### src/rtl/cpu_pkg.sv
// Shared CPU definitions for the execute stage and its neighbours.
//   op_t         : 3-bit operation encoding presented by the issuer
//   exec_state_t : top-level execute FSM states
//   R0..R7       : register-file addresses (R0 is hard-wired, never written)
//   WIDTH_DEF / AW_DEF : default datapath and register-address widths
package cpu_pkg;

    localparam int WIDTH_DEF = 8;
    localparam int AW_DEF    = 3;

    typedef enum logic [2:0] {
        OP_ADD = 3'd0,
        OP_SUB = 3'd1,
        OP_AND = 3'd2,
        OP_OR  = 3'd3,
        OP_XOR = 3'd4,
        OP_SHL = 3'd5,
        OP_SHR = 3'd6,
        OP_MUL = 3'd7
    } op_t;

    typedef enum logic [1:0] {
        ST_IDLE = 2'd0,
        ST_MUL  = 2'd1,
        ST_WB   = 2'd2
    } exec_state_t;

    localparam logic [2:0] R0 = 3'd0;
    localparam logic [2:0] R1 = 3'd1;
    localparam logic [2:0] R2 = 3'd2;
    localparam logic [2:0] R3 = 3'd3;
    localparam logic [2:0] R4 = 3'd4;
    localparam logic [2:0] R5 = 3'd5;
    localparam logic [2:0] R6 = 3'd6;
    localparam logic [2:0] R7 = 3'd7;

endpackage

### src/rtl/exec_stage_if.sv
// Issue / write-back bundle between the issuer, the execute stage and the
// register file.
//   master : issuer side  - drives in_valid/op/a/b/dst/we_req, observes the rest
//   slave  : execute side - accepts the operation, drives in_ready, wb_*, flags, busy
interface exec_stage_if
    import cpu_pkg::*;
#(
    parameter int WIDTH = WIDTH_DEF,
    parameter int AW    = AW_DEF
);
    logic             in_valid;
    logic             in_ready;
    op_t              op;
    logic [WIDTH-1:0] a;
    logic [WIDTH-1:0] b;
    logic [AW-1:0]    dst;
    logic             we_req;
    logic             wb_we;
    logic [AW-1:0]    wb_reg;
    logic [WIDTH-1:0] wb_data;
    logic             flag_z;
    logic             flag_c;
    logic             busy;

    modport master (
        output in_valid, op, a, b, dst, we_req,
        input  in_ready, wb_we, wb_reg, wb_data, flag_z, flag_c, busy
    );

    modport slave (
        input  in_valid, op, a, b, dst, we_req,
        output in_ready, wb_we, wb_reg, wb_data, flag_z, flag_c, busy
    );
endinterface

### src/rtl/exec_stage_seq_multiplier.sv
// Unsigned shift-add multiplier, one multiplier bit per clock.
//   start   : load operands and begin (ignored while busy)
//   a, b    : multiplicand, multiplier
//   busy    : high from the start edge until the final iteration edge
//   done    : combinational pulse during the last iteration cycle; product is
//             valid in that same cycle so the caller can register it on the
//             edge that finishes the iteration
//   product : full 2*WIDTH result
module seq_multiplier #(
    parameter int WIDTH = 8
) (
    input  logic               clk,
    input  logic               rst,
    input  logic               start,
    input  logic [WIDTH-1:0]   a,
    input  logic [WIDTH-1:0]   b,
    output logic               busy,
    output logic               done,
    output logic [2*WIDTH-1:0] product
);
    localparam int            CW   = $clog2(WIDTH);
    localparam logic [CW-1:0] LAST = CW'(WIDTH - 1);

    logic [CW-1:0]      cnt;
    logic               busy_r;
    logic [2*WIDTH-1:0] mcand_p0;
    logic [WIDTH-1:0]   mplier_p0;
    logic [2*WIDTH-1:0] acc_p1;
    logic [2*WIDTH-1:0] term;
    logic [2*WIDTH-1:0] sum_nxt;

    always_comb begin
        term    = mplier_p0[cnt] ? (mcand_p0 << cnt) : '0;
        sum_nxt = acc_p1 + term;
    end

    assign busy    = busy_r;
    assign done    = busy_r && (cnt == LAST);
    // Exposes the accumulator including the current iteration's partial
    // product, so the final sum is available before it is stored.
    assign product = sum_nxt;

    always_ff @(posedge clk or posedge rst) begin
        if (rst) begin
            busy_r <= 1'b0;
            cnt    <= '0;
        end else if (start && !busy_r) begin
            busy_r <= 1'b1;
            cnt    <= '0;
        end else if (busy_r) begin
            cnt <= cnt + 1'b1;
            if (cnt == LAST) begin
                busy_r <= 1'b0;
            end
        end
    end

    // Operand and accumulator storage: qualified by start/busy, no reset needed.
    always_ff @(posedge clk) begin
        if (start && !busy_r) begin
            mcand_p0  <= {{WIDTH{1'b0}}, a};
            mplier_p0 <= b;
            acc_p1    <= '0;
        end else if (busy_r) begin
            acc_p1 <= sum_nxt;
        end
    end
endmodule

### src/rtl/exec_stage.sv
// Execute stage between register-file read and write-back.
//   clk, rst : clock, asynchronous active-high reset
//   bus      : exec_stage_if.slave - issue handshake (in_valid/in_ready, op,
//              a, b, dst, we_req) and write-back/flags (wb_we, wb_reg,
//              wb_data, flag_z, flag_c, busy)
// Single-cycle ALU ops register their result on the accepting edge; MUL runs
// an 8-iteration shift-add sequence with in_ready low until write-back.
module exec_stage
    import cpu_pkg::*;
#(
    parameter int WIDTH = WIDTH_DEF,
    parameter int AW    = AW_DEF
) (
    input  logic         clk,
    input  logic         rst,
    exec_stage_if.slave  bus
);
    exec_state_t        state;
    exec_state_t        state_nxt;
    logic               ready;
    logic               xfer;
    logic               is_mul;
    logic               mul_start;
    logic               mul_busy;
    logic               mul_done;
    logic [2*WIDTH-1:0] mul_product;
    logic [AW-1:0]      mul_dst_p0;
    logic               mul_we_p0;
    logic [WIDTH:0]     alu_res;
    logic               wb_we_r;
    logic [AW-1:0]      wb_reg_r;
    logic [WIDTH-1:0]   wb_data_r;
    logic               flag_z_r;
    logic               flag_c_r;

    // Returns {carry, result}. MUL is not handled here.
    function automatic logic [WIDTH:0] alu_eval(
        input op_t              f_op,
        input logic [WIDTH-1:0] x,
        input logic [WIDTH-1:0] y
    );
        logic [WIDTH:0] wide;
        logic [2:0]     sh;
        sh = y[2:0];
        case (f_op)
            OP_ADD: wide = {1'b0, x} + {1'b0, y};
            OP_SUB: wide = {(x < y), x - y};
            OP_AND: wide = {1'b0, x & y};
            OP_OR:  wide = {1'b0, x | y};
            OP_XOR: wide = {1'b0, x ^ y};
            // Bit WIDTH collects the last bit shifted out (0 when sh==0).
            OP_SHL: wide = {1'b0, x} << sh;
            // Shift through a guard bit at the bottom, then rotate it to the top.
            OP_SHR: begin
                wide = {x, 1'b0} >> sh;
                wide = {wide[0], wide[WIDTH:1]};
            end
            default: wide = '0;
        endcase
        return wide;
    endfunction

    assign is_mul    = (bus.op == OP_MUL);
    assign xfer      = bus.in_valid && ready;
    assign mul_start = xfer && is_mul;
    assign alu_res   = alu_eval(bus.op, bus.a, bus.b);

    seq_multiplier #(.WIDTH(WIDTH)) u_mul (
        .clk     (clk),
        .rst     (rst),
        .start   (mul_start),
        .a       (bus.a),
        .b       (bus.b),
        .busy    (mul_busy),
        .done    (mul_done),
        .product (mul_product)
    );

    // State register
    always_ff @(posedge clk or posedge rst) begin
        if (rst) begin
            state <= ST_IDLE;
        end else begin
            state <= state_nxt;
        end
    end

    // Next-state logic
    always_comb begin
        state_nxt = state;
        case (state)
            ST_IDLE, ST_WB: begin
                if (xfer) begin
                    state_nxt = is_mul ? ST_MUL : ST_WB;
                end else begin
                    state_nxt = ST_IDLE;
                end
            end
            ST_MUL: begin
                if (mul_done) begin
                    state_nxt = ST_WB;
                end
            end
            default: state_nxt = ST_IDLE;
        endcase
    end

    // State-decoded outputs
    always_comb begin
        ready    = (state != ST_MUL);
        bus.busy = mul_busy;
    end

    assign bus.in_ready = ready;

    // Destination of an in-flight MUL; only meaningful while it runs.
    always_ff @(posedge clk) begin
        if (mul_start) begin
            mul_dst_p0 <= bus.dst;
            mul_we_p0  <= bus.we_req;
        end
    end

    // Write-back and flag registers: updated only when a result completes;
    // wb_we is a one-cycle pulse, wb_reg/wb_data/flags hold otherwise.
    always_ff @(posedge clk or posedge rst) begin
        if (rst) begin
            wb_we_r   <= 1'b0;
            wb_reg_r  <= '0;
            wb_data_r <= '0;
            flag_z_r  <= 1'b0;
            flag_c_r  <= 1'b0;
        end else begin
            wb_we_r <= 1'b0;
            if (mul_done) begin
                wb_we_r   <= mul_we_p0 && (mul_dst_p0 != AW'(R0));
                wb_reg_r  <= mul_dst_p0;
                wb_data_r <= mul_product[WIDTH-1:0];
                flag_z_r  <= (mul_product[WIDTH-1:0] == '0);
                flag_c_r  <= |mul_product[2*WIDTH-1:WIDTH];
            end else if (xfer && !is_mul) begin
                wb_we_r   <= bus.we_req && (bus.dst != AW'(R0));
                wb_reg_r  <= bus.dst;
                wb_data_r <= alu_res[WIDTH-1:0];
                flag_z_r  <= (alu_res[WIDTH-1:0] == '0);
                flag_c_r  <= alu_res[WIDTH];
            end
        end
    end

    assign bus.wb_we   = wb_we_r;
    assign bus.wb_reg  = wb_reg_r;
    assign bus.wb_data = wb_data_r;
    assign bus.flag_z  = flag_z_r;
    assign bus.flag_c  = flag_c_r;
endmodule

### src/flat_wrapper.sv
// flat-port wrapper written by rule: the top's interface ports become plain ports
module exec_stage_flat import cpu_pkg::*;
#(
    parameter int WIDTH = WIDTH_DEF,
    parameter int AW    = AW_DEF
)
  (clk, rst, bus_in_valid, bus_op, bus_a, bus_b, bus_dst, bus_we_req, bus_in_ready, bus_wb_we, bus_wb_reg, bus_wb_data, bus_flag_z, bus_flag_c, bus_busy);
  exec_stage_if #(.WIDTH(WIDTH), .AW(AW)) bus_i ();
  input  logic clk;
  input  logic rst;
  input wire logic [$bits(bus_i.in_valid)-1:0] bus_in_valid;
  input wire logic [$bits(bus_i.op)-1:0] bus_op;
  input wire logic [$bits(bus_i.a)-1:0] bus_a;
  input wire logic [$bits(bus_i.b)-1:0] bus_b;
  input wire logic [$bits(bus_i.dst)-1:0] bus_dst;
  input wire logic [$bits(bus_i.we_req)-1:0] bus_we_req;
  output wire logic [$bits(bus_i.in_ready)-1:0] bus_in_ready;
  output wire logic [$bits(bus_i.wb_we)-1:0] bus_wb_we;
  output wire logic [$bits(bus_i.wb_reg)-1:0] bus_wb_reg;
  output wire logic [$bits(bus_i.wb_data)-1:0] bus_wb_data;
  output wire logic [$bits(bus_i.flag_z)-1:0] bus_flag_z;
  output wire logic [$bits(bus_i.flag_c)-1:0] bus_flag_c;
  output wire logic [$bits(bus_i.busy)-1:0] bus_busy;
  assign bus_i.in_valid = bus_in_valid;
  assign bus_i.op = bus_op;
  assign bus_i.a = bus_a;
  assign bus_i.b = bus_b;
  assign bus_i.dst = bus_dst;
  assign bus_i.we_req = bus_we_req;
  assign bus_in_ready = bus_i.in_ready;
  assign bus_wb_we = bus_i.wb_we;
  assign bus_wb_reg = bus_i.wb_reg;
  assign bus_wb_data = bus_i.wb_data;
  assign bus_flag_z = bus_i.flag_z;
  assign bus_flag_c = bus_i.flag_c;
  assign bus_busy = bus_i.busy;
  exec_stage #(.WIDTH(WIDTH), .AW(AW)) u_core (.clk(clk), .rst(rst), .bus(bus_i));
endmodule
### config.mk
export PLATFORM = sky130hd
export DESIGN_NAME = exec_stage_flat
export DESIGN_NICKNAME = d
export VERILOG_FILES = /design/src/rtl/cpu_pkg.sv /design/src/rtl/exec_stage_if.sv /design/src/rtl/exec_stage_seq_multiplier.sv /design/src/rtl/exec_stage.sv /design/src/flat_wrapper.sv
export SDC_FILE = /design/constraint.sdc
export NUM_CORES = 1
export LEC_CHECK = 0
export ABC_AREA = 1
export CELL_PAD_IN_SITES_DETAIL_PLACEMENT = 0
export CELL_PAD_IN_SITES_GLOBAL_PLACEMENT = 1
export CORE_UTILIZATION = 42
export DETAILED_ROUTE_END_ITERATION = 8
export HOLD_SLACK_MARGIN = 0.15
export PLACE_DENSITY = 0.82
export SYNTH_ARGS = -nofsm -noshare
export SYNTH_HDL_FRONTEND = slang
export SYNTH_HIERARCHICAL = 1
export SYNTH_SLANG_ARGS = --single-unit
### constraint.sdc
create_clock -name clk -period 3.6 [get_ports clk]
set_input_delay 0.72 -clock clk [delete_from_list [all_inputs] [get_ports clk]]
set_output_delay 0.72 -clock clk [all_outputs]
set_load 0.1 [all_outputs]
# Word level (Yosys, flattened, before mapping)

Index checks and enable logic that the tools add are counted.

Input bits: 26
Register bits after elaboration: 56
Logic and storage cells: 79
Output and inout port bits: 16

Eq/ne operators: 12
Magnitude comparators: 2
Add/sub/neg operators: 4
Reduce and logical (&&, ||, !) cells: 19
Muxes and demuxes: 23
Shift operators: 3
Bitwise gates (word level): 3

Operators by type and width:

| operator             | number |
|---|---|
| $pmux W9 S7          | 1 |
| $add A16 B16 Y16     | 1 |
| $logic_not A8 Y1     | 2 |
| $mux W16             | 1 |
| $mux W8              | 2 |
| $shl A8 B3 Y16       | 1 |
| $eq A3 B3 Y1 const B | 5 |
| $mux W3              | 4 |
| $mux W1              | 10 |
| $add A8 B8 Y9        | 1 |
| $shl A8 B3 Y9        | 1 |
| $shr A9 B3 Y9        | 1 |
| $and A8 B8 Y8        | 1 |
| $lt A8 B8 Y1         | 1 |
| $or A8 B8 Y8         | 1 |
| $reduce_or A8 Y1     | 1 |
| $sub A8 B8 Y8        | 1 |
| $xor A8 B8 Y8        | 1 |
| $logic_and A1 B1 Y1  | 7 |
| $eq A3 B2 Y1 const B | 2 |
| $mux W2              | 3 |
| $reduce_bool A3 Y1   | 2 |
| $lt A3 B4 Y1 const B | 1 |
| $ne A2 B1 Y1 const B | 2 |
| other kinds (11)     | 13 |

# Depth between registers and ports, before layout

Gate-level depths: netlist (run 1).

Depth after elaboration: 6
Mapped depth: 22
Gate-level depth less buffers: 21

# Cells and area by module

The synthesis (run 1) kept the hierarchy.

By module, submodules not included:

| module         | times used | seq. area each (µm²) | cells each | area an instance (µm²) |
|---|---|---|---|---|
| exec_stage     | 1          | 520.5                | 428        | 2640.0 |
| seq_multiplier | 1          | 900.9                | 371        | 2552.4 |

# Least setup slack after synthesis (run 1)

No wires, ideal clock.

Kind: register -> register
Start point: reg u_core.u_mul.cnt[0]
End point: reg u_core.flag_z_r, in the netlist u_core/bus.flag_z
Data arrival time: 2.857 ns
Cell stages (with the launch flop): 16
Required time: 3.526 ns
Buffers on the path: 1
Period minus slack after synthesis: 2.932 ns
Path slack: 0.668 ns
Library setup time: 0.074 ns
Path through: dfrtp_1 > buf_6 > o21ai_1 > o22ai_1 > nand2_1 > nor3_1 > ha_1 > fa_1 > nand2_1 > nand2_1 > and2_4 > xor2_1 > or4_1 > o31ai_1 > inv_1 > a21oi_2

Word-level cells in the longest chain between the ends: 6

Ends and longest elaborated chain:

| what                          | RTL line                        | source |
|---|---|---|
| start: declaration            | exec_stage_seq_multiplier.sv:24 | `logic [CW-1:0] cnt;` |
| start signal: assignment      | exec_stage_seq_multiplier.sv:51 | `cnt <= cnt + 1'b1;` |
| $bmux W1 S3                   | exec_stage_seq_multiplier.sv:33 | `term = mplier_p0[cnt] ? (mcand_p0 << cnt) : '0;` |
| $mux W1 (not written as such) | exec_stage_seq_multiplier.sv:33 |  |
| $mux W16 (*)                  | exec_stage_seq_multiplier.sv:33 |  |
| $add A16 B16 Y16 (*)          | exec_stage_seq_multiplier.sv:34 | `sum_nxt = acc_p1 + term;` |
| net u_core.mul_product[4]     | exec_stage.sv:26                | `logic [2*WIDTH-1:0] mul_product;` |
| $logic_not A8 Y1 (*)          | exec_stage.sv:139               | `flag_z_r <= (mul_product[WIDTH-1:0] == '0);` |
| $mux W1 (*)                   | exec_stage.sv:135               | `if (mul_done) begin` |
| end signal: assignment        | exec_stage.sv:139               |  |
| end signal: assignment        | exec_stage.sv:145               | `flag_z_r <= (alu_res[WIDTH-1:0] == '0);` |
| end: declaration              | exec_stage.sv:33                | `logic flag_z_r;` |

Mark *: on every way through the listed nets, which the timed path passes. The rest lies on a longest branch. The select of a mux whose other input is x is not followed.
A chain may end at the register's enable or synchronous reset.

# Worst setup path in the final report (run 1)

Same ends and word-level chain as after synthesis.

==> results.py, run 1 <==
metrics = {
    "status": {
        "status": "complete, no violations",
    },
    "synthesis": {
        "ys_types": 49,
        "ys_seq_area_share_pct": 27.4,
        "synth_largest_area_cell": "nand2_1",
        "syn_inst": 799,
        "synth_top_area_share_pct": 18.0,
        "syn-cell-area_mm2": 0.00519,
        "ys_ff_latch": 56,
        "synth_common_cells": "nand2_1 (249), inv_1 (105), nand3_1 (92)",
        "synth_area_per_cell_um2": 6.50,
        "yosysMostFrequentCell": "nand2_1",
        "synth_warnings": 6,
        "syn_nets": 870,
        "synth_ff_type": "edfxtp_1",
        "yosys-top-cells-area": "nand2_1 (18%), edfxtp_1 (12%), ha_1 (10%)",
        "synthArstFlopShare_pct": 35.7,
        "synth_edf_count": 20,
    },
    "die": {
        "fp.coreArea_mm2": 0.0120,
        "die_y_um": 113,
        "io_pins": 42,
        "die-width_um": 113,
        "start_util_pct": 43.2,
        "die_area_mm2": 0.0128,
        "rows": 40,
    },
    "min_path": {
        "hold_path_class": "reg -> reg",
        "worstHoldEndpoint": "u_core/u_mul/acc_p1[10]",
        "min_path_cells": 2,
        "hp-start": "u_core/u_mul/acc_p1[10]",
    },
    "clock_network": {
        "holdBufCountCts": 0,
        "clk_path_buf_depth": 2,
        "clk_pin_slew_worst_paths_ns": 0.08,
        "cts_tree": "done",
        "cts.sinks": 56,
        "htree_levels": 2,
        "cts_buffers": 5,
        "cts-root-buf": "clkbuf_16",
        "clock_latency_ns": 0.31,
    },
    "flow_run": {
        "cap_violations": 0,
    },
    "cells_and_area": {
        "multi_input_area_mm2": 0.00323,
        "synthToLayoutAreaGrowth_pct": 14.7,
        "top_register": "u_core/u_mul/acc_p1",
        "largest_register_ffs": 16,
        "regArea_mm2": 0.00142,
        "final_cells": 993,
        "nFillCells": 1263,
        "postLayoutCoreUtil_pct": 49.6,
        "diodes": 0,
        "nets": 916,
        "stdcell_area_mm2": 0.00596,
        "drive_gt1_share_pct": 8.04,
    },
    "critical_path": {
        "reg2reg_setup_slack_ns": 0.39,
        "startpoint_type": "flip-flop",
        "timing.rr.start": "u_core/u_mul/cnt[0]",
        "r2r_end": "u_core/bus.flag_z",
        "worstSetupEndpointType": "flip-flop",
        "r2r_cells": 14,
        "crit_fanout": 12,
        "worstSetupPathType": "reg -> reg",
        "worstPathArrival_ns": 3.46,
        "cp.required_ns": 3.85,
    },
    "power_and_ir_drop": {
        "intPower_w": 0.00199,
        "p_per_area_mw_per_mm2": 712,
        "peakVddDrop_mv": 0.366,
        "p_total_w": 0.00424,
        "combPwrFrac_pct": 65.7,
        "switchingPower_w": 0.00225,
        "pwr-share-clk_pct": 12.1,
        "power_frac_seq_pct": 22.2,
        "swShare_pct": 53.1,
        "p_leak_nw": 3.10,
    },
    "drt": {
        "avgRoutedWirePerCell_um": 15.3,
        "drt_iter0_drc": 343,
        "routed_wl_um": 15200,
        "drt-vias-per-instance": 5.34,
        "num_vias": 5305,
        "drc": 0,
        "ant_nets": 0,
        "drtPass1Iterations": 6,
    },
    "grt": {
        "grt_first_pass_wirelength_um": 24900,
        "grt_max_degree": 23,
        "grt_pass1_vias": 5111,
        "track_usage_pct": 25.0,
        "antenna_found_initial": 0,
        "grt_overflow": 0,
    },
    "sta": {
        "worst_pin_slew_ns": 0.989,
        "period_share_pct": 89.2,
        "rsz0062_at_grt": "no",
        "final_hold_viol_count": 0,
        "setup_tns_ns": 0,
        "fmax_mhz": 311,
        "finalClockSkew_ns": 0.0141,
        "setup_viol": 0,
        "maxSlewViolCount": 0,
        "min_period_ns": 3.21,
        "max-slew-margin-rel_pct": 33.9,
    },
    "place": {
        "placed_cell_area_mm2": 0.00579,
        "post-dp-hpwl_um": 12400,
        "gp_congestion": 0.888,
        "dp_cells": 984,
        "io_buffer_count": 41,
    },
}
[worst max path at each step]
stage / cells past startpoint / to / start / slack [ns]
after floorplan: 15 / u_core/bus.flag_z / u_core/u_mul/cnt[0] / 0.67
after global placement: 13 / u_core/bus.flag_z / bus_a[0] / 0.24
after detailed placement: 15 / u_core/bus.flag_z / u_core/u_mul/cnt[0] / 0.20
after CTS: 15 / u_core/bus.flag_z / u_core/u_mul/cnt[0] / 0.19
after global routing: 20 / u_core/bus.flag_c / u_core/u_mul/cnt[0] / 0.09
final: 14 / u_core/bus.flag_z / u_core/u_mul/cnt[0] / 0.39
[metrics by stage]
stage | setup WS (ns) | hold WS [ns]
finish | 0.387 | 0.465
global route | 0.0931 | 0.483
CTS | 0.187 | 0.467
detailed placement | 0.201 | 0.455
global placement | 0.236 | 0.444
floorplan | 0.668 | 0.432
[metal layers]
metal	routed length, um	vias up	share of wire, %	track usage, %
met5	0	-	0	0
met4	453	0	3.0	9.91
met3	489	28	3.2	3.00
li1	-	2666	-	-
met1	6520	2487	43	29.4
met2	7740	124	51	46.3
[worst max-delay path, cell delays in order, from the launching register on]
cell	delay (ns)
dfrtp_2	0.42
buf_4	0.17
or2_2	0.30
o21ai_2	0.07
nand2_1	0.06
o21ai_0	0.12
nor2_1	0.11
ha_1	0.33
or2_1	0.27
and2_4	0.19
xor2_1	0.18
or4_1	0.53
o31ai_1	0.20
inv_1	0.08
a21oi_2	0.12
[cells in the final DEF, fill, tap and decap left out, types with 9 or more instances in the layout]
cell,netlist,layout
clkdlybuf4s50_1,0,39
inv_1,105,105
buf_4,2,19
o21ai_1,15,15
dfxtp_1,16,16
and2_1,9,9
dfrtp_1,20,19
nand3_1,92,92
o22ai_1,9,9
nand2_1,249,249
a21oi_1,16,16
ha_1,42,42
edfxtp_1,20,20
nor2_1,77,77
o21ai_0,12,12
nor3_1,10,10
[cell type report]
type,count,share of cell area (%)
repair buffers,58,8.95
clock buffers,5,2.10
flip-flops and latches,56,23.9
inverters,116,7.31
multi-input cells,608,54.2
clock inverters,3,0.420
well taps,147,3.09
[what timing repair did]
action,4_1_cts,5_1_grt
endpoints found under the setup margin,0,2
buffers inserted,0,1
gates resized for setup,0,2
[power by group through the flow]
| stage | clock, W | sequential, W | combinational, W |
|---|---|---|---|
| after floorplan | 0 | 0.00134 | 0.00168 |
| after global placement | 0 | 0.000965 | 0.00271 |
| after detailed placement | 0 | 0.000969 | 0.00273 |
| after CTS | 0.000530 | 0.000955 | 0.00275 |
| after global routing | 0.000554 | 0.000960 | 0.00309 |
| final | 0.000514 | 0.000942 | 0.00279 |
[cell families after synthesis]
logic type / Yosys count / synth area share (%)
AOI/OAI and AO/OA: 77 / 9.06
xor gates and xnor gates: 6 / 1.16
adders and majority gates: 45 / 11.3
buffers and inverters: 135 / 10.5
DFF: 56 / 27.4
and+or+nand+nor: 480 / 40.6
(Power assumes the default switching activity.)
==> run 2: changes to the inputs <==
--- a/config.mk
+++ b/config.mk
@@ -9,4 +9,5 @@
 export CELL_PAD_IN_SITES_DETAIL_PLACEMENT = 0
 export CELL_PAD_IN_SITES_GLOBAL_PLACEMENT = 1
+export CORE_ASPECT_RATIO = 2
 export CORE_UTILIZATION = 42
 export DETAILED_ROUTE_END_ITERATION = 8
@@ -15,4 +16,3 @@
 export SYNTH_ARGS = -nofsm -noshare
 export SYNTH_HDL_FRONTEND = slang
-export SYNTH_HIERARCHICAL = 1
 export SYNTH_SLANG_ARGS = --single-unit
==> constraint.sdc (replaced) <==
create_clock -name clk -period 3.6 [get_ports clk]
set_input_delay 0.72 -clock clk [delete_from_list [all_inputs] [get_ports clk]]
set_output_delay 0.72 -clock clk [all_outputs]
set_load 0.005 [all_outputs]
==> results.py, run 2 <==
metrics = {
    "status": {
        "status": "complete, no violations",
    },
    "synthesis": {
        "synth_area_per_cell_um2": 6.44,
        "syn_inst": 777,
        "synthArstFlopShare_pct": 35.7,
        "ys_ff_latch": 56,
        "ys_types": 34,
        "synth_warnings": 0,
        "yosys-top-cells-area": "nand2_1 (18%), edfxtp_1 (12%), ha_1 (11%)",
        "yosysMostFrequentCell": "nand2_1",
        "synth_largest_area_cell": "nand2_1",
        "syn-cell-area_mm2": 0.00501,
        "synth_ff_type": "edfxtp_1",
        "synth_common_cells": "nand2_1 (235), inv_1 (102), nor2_1 (92)",
        "ys_seq_area_share_pct": 28.4,
        "syn_nets": 850,
        "synth_edf_count": 20,
        "synth_top_area_share_pct": 17.6,
    },
    "clock_network": {
        "clock_latency_ns": 0.30,
        "clk_pin_slew_worst_paths_ns": 0.07,
        "clk_path_buf_depth": 2,
        "cts_tree": "done",
        "cts.sinks": 56,
        "holdBufCountCts": 0,
        "cts_buffers": 5,
        "cts_resized": 0,
        "htree_levels": 2,
        "cts-root-buf": "clkbuf_16",
        "cts_setup_buffers": 0,
    },
    "min_path": {
        "hp-start": "u_core.u_mul.acc_p1[13]",
        "hold_path_class": "reg -> reg",
    },
    "grt": {
        "track_usage_pct": 29.2,
        "use_met2_pct": 59.2,
        "grt_pass1_vias": 5339,
        "grt_overflow": 0,
        "grt_first_pass_wirelength_um": 26800,
        "antenna_found_initial": 0,
        "top_usage_layer": "met2",
        "met1_usage_pct": 24.1,
        "grt_max_degree": 21,
        "met3_usage_pct": 2.62,
    },
    "drt": {
        "drtPass1Iterations": 7,
        "drt_iter0_drc": 277,
        "num_vias": 5278,
        "routed_wl_um": 17400,
        "ant_nets": 0,
        "drt-vias-per-instance": 5.40,
        "avgRoutedWirePerCell_um": 17.8,
        "drc": 0,
    },
    "cells_and_area": {
        "nets": 904,
        "final_cells": 977,
        "layout_common_cells": "nand2_1 (235), inv_1 (102), nor2_1 (92)",
        "final_common_cell": "nand2_1",
        "largest_register_ffs": 16,
        "nFillCells": 1248,
        "synthToLayoutAreaGrowth_pct": 16.3,
        "diodes": 0,
        "drive_gt1_share_pct": 4.33,
        "top_register": "u_core.u_mul.acc_p1",
    },
    "power_and_ir_drop": {
        "peakVddDrop_mv": 0.401,
        "p_leak_nw": 2.96,
        "p_per_area_mw_per_mm2": 621,
        "p_total_w": 0.00362,
    },
    "die": {
        "rows": 56,
        "die_area_mm2": 0.0124,
        "fp.coreArea_mm2": 0.0117,
        "die-width_um": 79.2,
        "start_util_pct": 42.8,
        "io_pins": 42,
        "die_y_um": 156,
    },
    "place": {
        "post-place-ws_ns": 0.0589,
        "gp_congestion": 0.975,
        "io_buffer_count": 41,
        "dp_cells": 969,
        "post-dp-hpwl_um": 14600,
    },
    "critical_path": {
        "crit_fanout": 14,
        "worstSetupPathType": "reg -> reg",
        "crit_start": "u_core.u_mul.cnt[0]",
        "startpoint_type": "flip-flop",
        "worstPathArrival_ns": 3.50,
        "timing.rr.start": "u_core.u_mul.cnt[0]",
        "worstSetupEndpointType": "flip-flop",
        "cp.required_ns": 3.80,
    },
    "sta": {
        "period_share_pct": 91.9,
        "fmax_mhz": 302,
        "setup_tns_ns": 0,
        "min_period_ns": 3.31,
        "maxSlewViolCount": 0,
        "rsz0062_at_grt": "no",
        "final_hold_viol_count": 0,
        "finalClockSkew_ns": 0.0106,
        "max-slew-margin-rel_pct": 40.6,
        "fin_ws_ns": 0.291,
        "worst_pin_slew_ns": 0.890,
        "setup_viol": 0,
        "hold_slack_ns": 0.472,
    },
    "flow_run": {
        "cap_violations": 0,
    },
}
run 2: cell types whose count changed in the layout (fill, tap and decap cells not counted), sizes merged, moves of 3 or more:
cell   change
inv       -12
a21oi      +7
or2        -8
buf        +7
and2      -11
o21ai     +15
nand3      -3
nor2      +12
nor3       -3
nand2     -22
run 2: stage by stage:
stage,cell area (um^2),util [%]
after floorplan,5010,-
after global placement,5680,48.6
after detailed placement,5680,48.6
after CTS,5820,49.8
after global routing,5820,49.8
final,5820,49.8
run 2: final timing paths:
kind	endpoint	slack, ns	depth (start not counted)
min	u_core.u_mul.acc_p1[13]	0.47	2
min reg2reg	u_core.u_mul.acc_p1[13]	0.47	2
min in group asynchronous	u_core.bus.wb_we	0.90	2
max	u_core.bus.flag_c	0.29	19
max reg2reg	u_core.bus.flag_c	0.29	19
max in group asynchronous	u_core.bus.flag_c	2.15	2
run 2: cells by family after synthesis:
| logic type | after synthesis | share of synthesized area [%] |
|---|---|---|
| fa+ha+maj | 47 | 12.2 |
| buf+inv | 124 | 9.97 |
| simple gates | 442 | 36.5 |
| flops | 56 | 28.4 |
| xor+xnor | 7 | 1.22 |
| compound gates | 99 | 11.3 |
| mux | 2 | 0.400 |
run 2: where the power goes:
part           internal (W)  switching (W)  total, W
clock network      0.000257       0.000228  0.000484
registers          0.000826       0.000138  0.000964
logic              0.000815        0.00135   0.00217
total               0.00190        0.00172   0.00362
run 2: routing by layer:
metal,vias up,share of wire [%],wire (um)
met4,0,8.5,1480
li1,2628,-,-
met5,-,0,0
met2,139,57,9910
met3,71,2.5,429
met1,2440,32,5570
run 2: cell type report:
class                      instances  area, um^2  share of cell area [%]
clock buffer                       6         129                    2.21
clock inverter                     2        11.3                   0.193
inverter                         104         390                    6.70
multi-input combinational        597        3090                    53.0
sequential                        56        1420                    24.4
tap                              145         181                    3.11
timing repair buffer              67         606                    10.4
run 2: worst max-delay path: stages, from the launching register on:
cell and delay, ns:
dfrtp_1 0.44, buf_4 0.20, o21ai_0 0.25, nand2_1 0.08, o21ai_0 0.12, nor2_1 0.11
o21ai_0 0.26, inv_1 0.08, ha_1 0.36, nand2_1 0.11, nor2_1 0.19, nand3_1 0.25
nand3_1 0.17, nand2_1 0.06, nand2_1 0.10, nand2_1 0.07, nor2_1 0.15, nand2_1 0.08
nand2_1 0.06, nand2_1 0.05
==> run 3: changes to the inputs <==
Settings changed: MAX_ROUTING_LAYER from default to met4.
==> results.py, run 3 (synthesis results as in run 2) <==
metrics = {
    "status": {
        "status": "complete, no violations",
    },
    "place": {
        "placed_cell_area_mm2": 0.00567,
        "post-dp-hpwl_um": 14700,
        "post-place-ws_ns": 0.127,
        "dp_cells": 967,
        "io_buffer_count": 41,
        "gp_congestion": 1.01,
    },
    "clock_network": {
        "clk_path_buf_depth": 2,
        "cts.sinks": 56,
        "cts_setup_buffers": 0,
        "clock_latency_ns": 0.29,
        "cts_tree": "done",
        "cts_buffers": 5,
        "clk_pin_slew_worst_paths_ns": 0.07,
        "cts_resized": 0,
        "cts-root-buf": "clkbuf_16",
        "htree_levels": 2,
        "holdBufCountCts": 0,
    },
    "drt": {
        "drc": 0,
        "drt-vias-per-instance": 5.49,
        "drt_iter0_drc": 249,
        "num_vias": 5349,
        "drtPass1Iterations": 4,
        "ant_nets": 0,
        "routed_wl_um": 17400,
        "avgRoutedWirePerCell_um": 17.8,
    },
    "die": {
        "die-width_um": 79.2,
        "io_pins": 42,
        "die_y_um": 156,
        "die_area_mm2": 0.0124,
        "rows": 56,
        "fp.coreArea_mm2": 0.0117,
        "start_util_pct": 42.8,
    },
    "sta": {
        "period_share_pct": 91.5,
        "min_period_ns": 3.29,
        "fin_ws_ns": 0.307,
        "maxSlewViolCount": 0,
        "setup_tns_ns": 0,
        "final_hold_viol_count": 0,
        "worst_pin_slew_ns": 0.845,
        "rsz0062_at_grt": "no",
        "fmax_mhz": 304,
        "setup_viol": 0,
        "max-slew-margin-rel_pct": 43.6,
        "finalClockSkew_ns": 0.00819,
    },
    "power_and_ir_drop": {
        "p_leak_nw": 2.96,
        "p_per_area_mw_per_mm2": 629,
        "peakVddDrop_mv": 0.429,
    },
    "grt": {
        "grt_pass1_vias": 5370,
        "grt_overflow": 0,
        "grt_first_pass_wirelength_um": 27400,
        "antenna_found_initial": 0,
        "track_usage_pct": 30.7,
        "grt_max_degree": 21,
    },
    "critical_path": {
        "worstPathArrival_ns": 3.49,
        "worstSetupEndpointType": "flip-flop",
        "cp.required_ns": 3.79,
        "startpoint_type": "flip-flop",
        "worstSetupPathType": "reg -> reg",
        "crit_fanout": 9,
    },
    "cells_and_area": {
        "final_common_cell": "nand2_1",
        "top_register": "u_core.u_mul.acc_p1",
        "drive_gt1_share_pct": 4.22,
        "diodes": 0,
        "largest_register_ffs": 16,
        "final_cells": 975,
        "nets": 902,
        "synthToLayoutAreaGrowth_pct": 16.6,
        "layout_common_cells": "nand2_1 (235), inv_1 (102), nor2_1 (92)",
        "stdcell_area_mm2": 0.00584,
        "postLayoutCoreUtil_pct": 49.9,
    },
    "flow_run": {
        "cap_violations": 0,
    },
    "min_path": {
        "hold_path_class": "reg -> reg",
    },
}
## run 3: worst paths after layout
check / startpoint / to / slack (ns) / cells past startpoint
hold reg to reg: u_core.u_mul.acc_p1[6] / u_core.u_mul.acc_p1[6] / 0.47 / 2
max in group asynchronous: rst / u_core.bus.wb_data[7] / 2.18 / 2
setup reg to reg: u_core.u_mul.cnt[0] / u_core.bus.flag_c / 0.31 / 20
hold / removal: u_core.u_mul.acc_p1[6] / u_core.u_mul.acc_p1[6] / 0.47 / 2
min in group asynchronous: rst / u_core.bus.wb_reg[1] / 0.89 / 2
setup / recovery: u_core.u_mul.cnt[0] / u_core.bus.flag_c / 0.31 / 20
## run 3: area by class of cell
class	count	area [um^2]
sequential	56	1420
clock inverter	3	37.5
fill	1247	5870
tap	145	181
multi-input combinational	597	3090
timing repair buffer	65	591
clock buffer	5	125
inverter	104	390
## run 3: per-stage QoR
step | hold slack, ns | power (W)
4_1_cts | 0.475 | 0.00366
5_1_grt | 0.501 | 0.00397
6_report | 0.470 | 0.00367
2_1_floorplan | 0.435 | 0.00232
3_5_place_dp | 0.458 | 0.00311
3_3_place_gp | 0.445 | 0.00309
## run 3: metal layers
layer	up-vias	track usage (%)	routed length (um)
met3	95	3.09	495
li1	2622	-	-
met4	0	27.1	1740
met1	2461	24.5	5330
met5	-	-	0
met2	171	58.7	9780
## run 3: worst max-delay path, cell delays in order (launching register included)
cell and delay (ns):
dfrtp_1 0.43, inv_1 0.23, nor2_1 0.07, o22ai_1 0.18, nand2_1 0.15, nor3_1 0.28
ha_1 0.32, fa_1 0.24, nand3_1 0.08, nand2_1 0.14, nand2_1 0.06, nand2_1 0.19
nand3_1 0.14, nand2_1 0.09, nand2_1 0.05, nand2_1 0.08, nand2_1 0.05, nor2_1 0.22
nand2_1 0.09, nand2_1 0.06, nand2_1 0.04
## run 3: power by group
| part | leakage [nW] | internal, W | switching, W |
|---|---|---|---|
| clock | 0.0789 | 0.000324 | 0.000219 |
| sequential | 0.561 | 0.000826 | 0.000124 |
| combinational | 2.32 | 0.000806 | 0.00137 |
| total | 2.96 | 0.00196 | 0.00171 |
